File: config.mk
export PLATFORM = sky130hd
export DESIGN_NAME = vga_v_sync
export DESIGN_NICKNAME = d
export VERILOG_FILES = /design/src/rtl/vga_v_sync.sv
export SDC_FILE = /design/constraint.sdc
export NUM_CORES = 1
export LEC_CHECK = 0
export ABC_CLOCK_PERIOD_IN_PS = 2800
export CAP_MARGIN = 10
export CORE_MARGIN = 5
export CORE_UTILIZATION = 45
export CTS_CLUSTER_DIAMETER = 60
export DETAILED_ROUTE_END_ITERATION = 6
export GPL_ROUTABILITY_DRIVEN = 0
export MAX_ROUTING_LAYER = met4
export PLACE_DENSITY = 0.78
export SLEW_MARGIN = 20
export SYNTH_ARGS = -nofsm -noshare
export SYNTH_HDL_FRONTEND = slang
export SYNTH_SLANG_ARGS = --single-unit
export TNS_END_PERCENT = 30
File: constraint.sdc
create_clock -name i_clk -period 2.8 [get_ports i_clk]
set_clock_uncertainty 0.15 [all_clocks]
set_input_delay 0.42 -clock i_clk [delete_from_list [all_inputs] [get_ports i_clk]]
set_output_delay 0.42 -clock i_clk [all_outputs]
set_load 0.1 [all_outputs]
File: src/rtl/vga_v_sync.sv
// Vertical line counter and sync/blanking generator for 640x480@60 VGA.
// Consumes the upstream horizontal count and its end-of-line pulse, and
// registers the vertical count, hsync/vsync, video_on, visible pixel
// coordinates and a start-of-frame pulse, all aligned to the same pixel.
//
// Ports:
//   i_clk          pixel clock
//   i_rst_n        synchronous active-low reset
//   i_h_count      horizontal position from the upstream counter
//   i_trig_v       upstream end-of-line pulse (coincident with h_count==0)
//   o_v_count      current line, 0..V_TOTAL-1
//   o_hsync        registered horizontal sync
//   o_vsync        registered vertical sync
//   o_video_on     high while the pixel is in the visible area
//   o_pixel_x      visible column, 0 when blanked
//   o_pixel_y      visible row, 0 when blanked
//   o_frame_start  one-cycle pulse marking pixel (0,0)
module vga_v_sync #(
   parameter int unsigned H_VISIBLE = 640,
   parameter int unsigned H_FP      = 16,
   parameter int unsigned H_SYNC    = 96,
   parameter int unsigned H_BP      = 48,
   parameter int unsigned V_VISIBLE = 480,
   parameter int unsigned V_FP      = 10,
   parameter int unsigned V_SYNC    = 2,
   parameter int unsigned V_BP      = 33,
   parameter logic        SYNC_POL  = 1'b0
) (
   input  logic       i_clk,
   input  logic       i_rst_n,
   input  logic [9:0] i_h_count,
   input  logic       i_trig_v,
   output logic [9:0] o_v_count,
   output logic       o_hsync,
   output logic       o_vsync,
   output logic       o_video_on,
   output logic [9:0] o_pixel_x,
   output logic [9:0] o_pixel_y,
   output logic       o_frame_start
);

   localparam int unsigned CW = 10;

   localparam logic [CW-1:0] C_H_VIS   = CW'(H_VISIBLE);
   localparam logic [CW-1:0] C_HS_BEG  = CW'(H_VISIBLE + H_FP);
   localparam logic [CW-1:0] C_HS_END  = CW'(H_VISIBLE + H_FP + H_SYNC);
   localparam logic [CW-1:0] C_H_TOT   = CW'(H_VISIBLE + H_FP + H_SYNC + H_BP);
   localparam logic [CW-1:0] C_V_VIS   = CW'(V_VISIBLE);
   localparam logic [CW-1:0] C_VS_BEG  = CW'(V_VISIBLE + V_FP);
   localparam logic [CW-1:0] C_VS_END  = CW'(V_VISIBLE + V_FP + V_SYNC);
   localparam logic [CW-1:0] C_V_LAST  = CW'(V_VISIBLE + V_FP + V_SYNC + V_BP - 1);

   logic          r_trig_d;
   logic [CW-1:0] r_v_count;
   logic          r_hsync;
   logic          r_vsync;
   logic          r_video_on;
   logic [CW-1:0] r_pixel_x;
   logic [CW-1:0] r_pixel_y;
   logic          r_frame_start;

   logic          w_advance;
   logic [CW-1:0] w_line;
   logic          w_hsync_act;
   logic          w_vsync_act;
   logic          w_video;

   // Effective line for this cycle and region decode on (h_count, line)
   always_comb begin
      w_advance   = i_trig_v & ~r_trig_d;
      w_line      = r_v_count;
      if (w_advance) begin
         w_line = (r_v_count == C_V_LAST) ? '0 : r_v_count + CW'(1);
      end
      // Out-of-range h_count falls outside both windows and is plain blanking
      w_hsync_act = (i_h_count >= C_HS_BEG) && (i_h_count < C_HS_END) &&
                    (i_h_count < C_H_TOT);
      w_vsync_act = (w_line >= C_VS_BEG) && (w_line < C_VS_END);
      w_video     = (i_h_count < C_H_VIS) && (w_line < C_V_VIS);
   end

   // Output registers; every output describes the same (h_count, line) pixel
   always_ff @(posedge i_clk) begin
      if (!i_rst_n) begin
         r_trig_d      <= 1'b0;
         r_v_count     <= '0;
         r_hsync       <= ~SYNC_POL;
         r_vsync       <= ~SYNC_POL;
         r_video_on    <= 1'b0;
         r_pixel_x     <= '0;
         r_pixel_y     <= '0;
         r_frame_start <= 1'b0;
      end else begin
         r_trig_d      <= i_trig_v;
         r_v_count     <= w_line;
         r_hsync       <= w_hsync_act ? SYNC_POL : ~SYNC_POL;
         r_vsync       <= w_vsync_act ? SYNC_POL : ~SYNC_POL;
         r_video_on    <= w_video;
         r_pixel_x     <= w_video ? i_h_count : '0;
         r_pixel_y     <= w_video ? w_line : '0;
         r_frame_start <= w_advance && (w_line == '0);
      end
   end

   assign o_v_count     = r_v_count;
   assign o_hsync       = r_hsync;
   assign o_vsync       = r_vsync;
   assign o_video_on    = r_video_on;
   assign o_pixel_x     = r_pixel_x;
   assign o_pixel_y     = r_pixel_y;
   assign o_frame_start = r_frame_start;

endmodule

==> flow_summary.json <==
{
  "status": "finished clean",
  "drc": 0,
  "fp-row-count": 20,
  "start_util_pct": 47.7,
  "p_per_area_nw_per_um2": 495,
  "htree_levels": 2,
  "hold_violations": 0,
  "slowest_delay_ns": 0.40,
  "syn_area_um2": 1480,
  "numCtsBuffers": 5,
  "peakVddDrop_v": 0.000362,
  "min_period_over_period_pct": 82.6,
  "synthFlopType": "dfxtp_1",
  "wl_met2_mm": 1.73,
  "dr_total_vias": 1254,
  "place_area_um2": 1890,
  "cts-root-buf": "clkbuf_4",
  "dp_cells": 242,
  "cts_tree": "done",
  "met1_length_mm": 1.50,
  "syn_avg_cell_area_um2": 9.42,
  "finalNonFillerCells": 249,
  "multi_input_area_um2": 729,
  "critical_path_peak_fanout": 11,
  "r2r_cells": 6,
  "hp-class": "reg -> reg",
  "grtUsageTotal_pct": 17.5,
  "clkSlewWorstSetupHoldPaths_ns": 0.09,
  "globalRoute.totalOverflow": 0,
  "num_antenna_cells": 0,
  "dr_wl_met3_um": 215,
  "synth_cell_types": 40,
  "drt-initial-drc-count": 30,
  "setup_tns_ns": 0,
  "cts_hold_buf": 0,
  "synth_fa_ha_area_share_pct": 1.69,
  "cts.repair.resized": 0,
  "maxCapViolations": 0,
  "synthesis.nets": 172,
  "drive_gt1_share_pct": 26.3,
  "clk_latency_ns": 0.33,
  "final.min_clock_period_ns": 2.31,
  "synth-compound-area-share_pct": 7.11,
  "stdcell_area_um2": 1950,
  "cts.sinks": 35,
  "grt_max_degree": 15,
  "post-cts-setup-buffers": 0,
  "final_cell_mix": "buf_4, dfxtp_1, and2_1, nor2_1, clkdlybuf4s50_1",
  "detail-route-antenna-nets": 0,
  "routedWlPerCell_um": 14.1,
  "startpoint_type": "flip-flop",
  "fillers": 279,
  "cts_max_path_buffers": 2,
  "path_cells": "ha_1 > nand4b_4 > mux2_4 > a311oi_2 > o311a_1 > and2_1",
  "path_class": "reg -> reg",
  "io_pins": 47,
  "dr.pass1.iters": 4,
  "layout_commonest_cell": "buf_4",
  "critPathSlowestCell": "dfxtp_2",
  "syn_inst": 157,
  "routed_wl_mm": 3.51,
  "required_ns": 2.93,
  "end_kind": "flip-flop",
  "fmaxAchievable_ghz": 0.433,
  "post_drt_via_cell_ratio": 5.04,
  "synth_edf_count": 0,
  "yosysWarnings": 0,
  "top_layer": "met4",
  "muxShareOfSynthArea_pct": 2.54,
  "cp.arrival_ns": 2.44,
  "yosys.area_share.xor_xnor_pct": 4.74,
  "synth_seq_cells": 35,
  "setup_violations": 0,
  "antenna_found_initial": 0,
  "die_w_um": 67.3,
  "fp.dieH_um": 67.3,
  "syn_to_final_growth_pct": 31.8,
  "hpwl_mm": 2.80,
  "dieArea_um2": 4530,
  "core_um2": 3100,
  "synth_top_family_by_area": "simple AND/OR/NAND/NOR gates",
  "ff_latch_area_um2": 703,
  "port_buffers": 46,
  "yosysSeqAreaShare_pct": 47.4,
  "slew_violations": 0,
  "ys_async_sr_fraction_pct": 0,
  "grt_pass1_vias": 1174,
  "p_total_w": 0.000965,
  "synthSimpleGateAreaFrac_pct": 33.0,
  "leakagePower_nw": 0.839,
  "nets": 220,
  "fin_hold_ws_ns": 0.401,
  "hold_depth": 2,
  "grt_pass1_wl_mm": 5.69,
  "rsz0062_at_grt": "no"
}
## sequential cells by signal (all words and copies together) (netlist names)
register / flops
o_pixel_x: 10
o_pixel_y: 10
o_v_count: 10
o_frame_start: 1
o_hsync: 1
o_video_on: 1
o_vsync: 1
r_trig_d: 1
## synth_stat cells (2+ instances only)
cell	instances	area share (%)
ha_1	2	1.7
mux2_2	2	1.5
and3_1	2	0.85
nand4_1	4	1.7
o21ai_0	3	1.0
xnor2_1	3	1.8
buf_2	3	1.0
and2_1	14	5.9
inv_1	4	1.0
nor3_1	9	3.0
nor3b_1	2	1.0
nor2_1	12	3.0
nand2_1	11	2.8
nand3_1	5	1.7
nor4_1	4	1.7
clkbuf_1	3	0.76
nor2b_1	8	3.4
nand4b_1	2	1.2
xor2_1	5	3.0
a21oi_1	5	1.7
dfxtp_1	35	47
## final cells by class
cell class | instances | share of cell area (%)
clock buffer | 6 | 2.63
clock inverter | 1 | 0.257
inverter | 4 | 0.770
multi-input combinational | 111 | 37.4
sequential | 35 | 36.1
tap | 44 | 2.82
timing repair buffer | 48 | 20.0
## layer usage
metal	global-route usage [%]	vias to the layer above
li1	-	638
met3	4.99	7
met4	7.59	0
met5	-	-
met2	28.8	41
met1	19.7	568
## where the power goes
part           total, W  leakage (nW)  internal (W)  switching (W)
Sequential     0.000519         0.286      0.000512     0.00000687
Clock          0.000270        0.0341      0.000116       0.000154
Combinational  0.000176         0.519     0.0000476       0.000128
## final timing paths
| path | startpoint | endpoint | slack (ns) |
|---|---|---|---|
| worst max register to register | o_v_count[1] | o_pixel_x[6] | 0.49 |
| worst min-delay path | o_v_count[0] | o_frame_start | 0.40 |
| worst max-delay path | o_v_count[1] | o_pixel_x[6] | 0.49 |
| worst min register to register | o_v_count[0] | o_frame_start | 0.40 |
## cells by family (layout without fill, tap and decap cells)
| family | count (synthesis) | in the layout |
|---|---|---|
| AO/OA/AOI/OAI | 15 | 15 |
| XOR/XNOR | 8 | 8 |
| adder cells (fa/ha/maj) | 2 | 2 |
| buffers and inverters | 11 | 59 |
| flip-flops | 35 | 35 |
| multiplexers | 3 | 3 |
| other | 1 | 1 |
| AND/OR/NAND/NOR | 82 | 82 |
## through the flow
step / util, % / setup WS (ns)
floorplan: - / 0.0236
global placement: 61.0 / 0.280
detailed placement: 61.0 / 0.190
CTS: 62.8 / 0.487
global route: 62.8 / 0.346
finish: 62.8 / 0.488
## worst max-delay path: cells and delay by family, from the launching register on
family / cells / cell delay (ns)
compound gates: 2 / 0.76
fa+ha+maj: 1 / 0.27
flops: 1 / 0.40
mux: 1 / 0.34
simple gates: 2 / 0.35
Note: power is estimated with default switching activity, not from simulation.
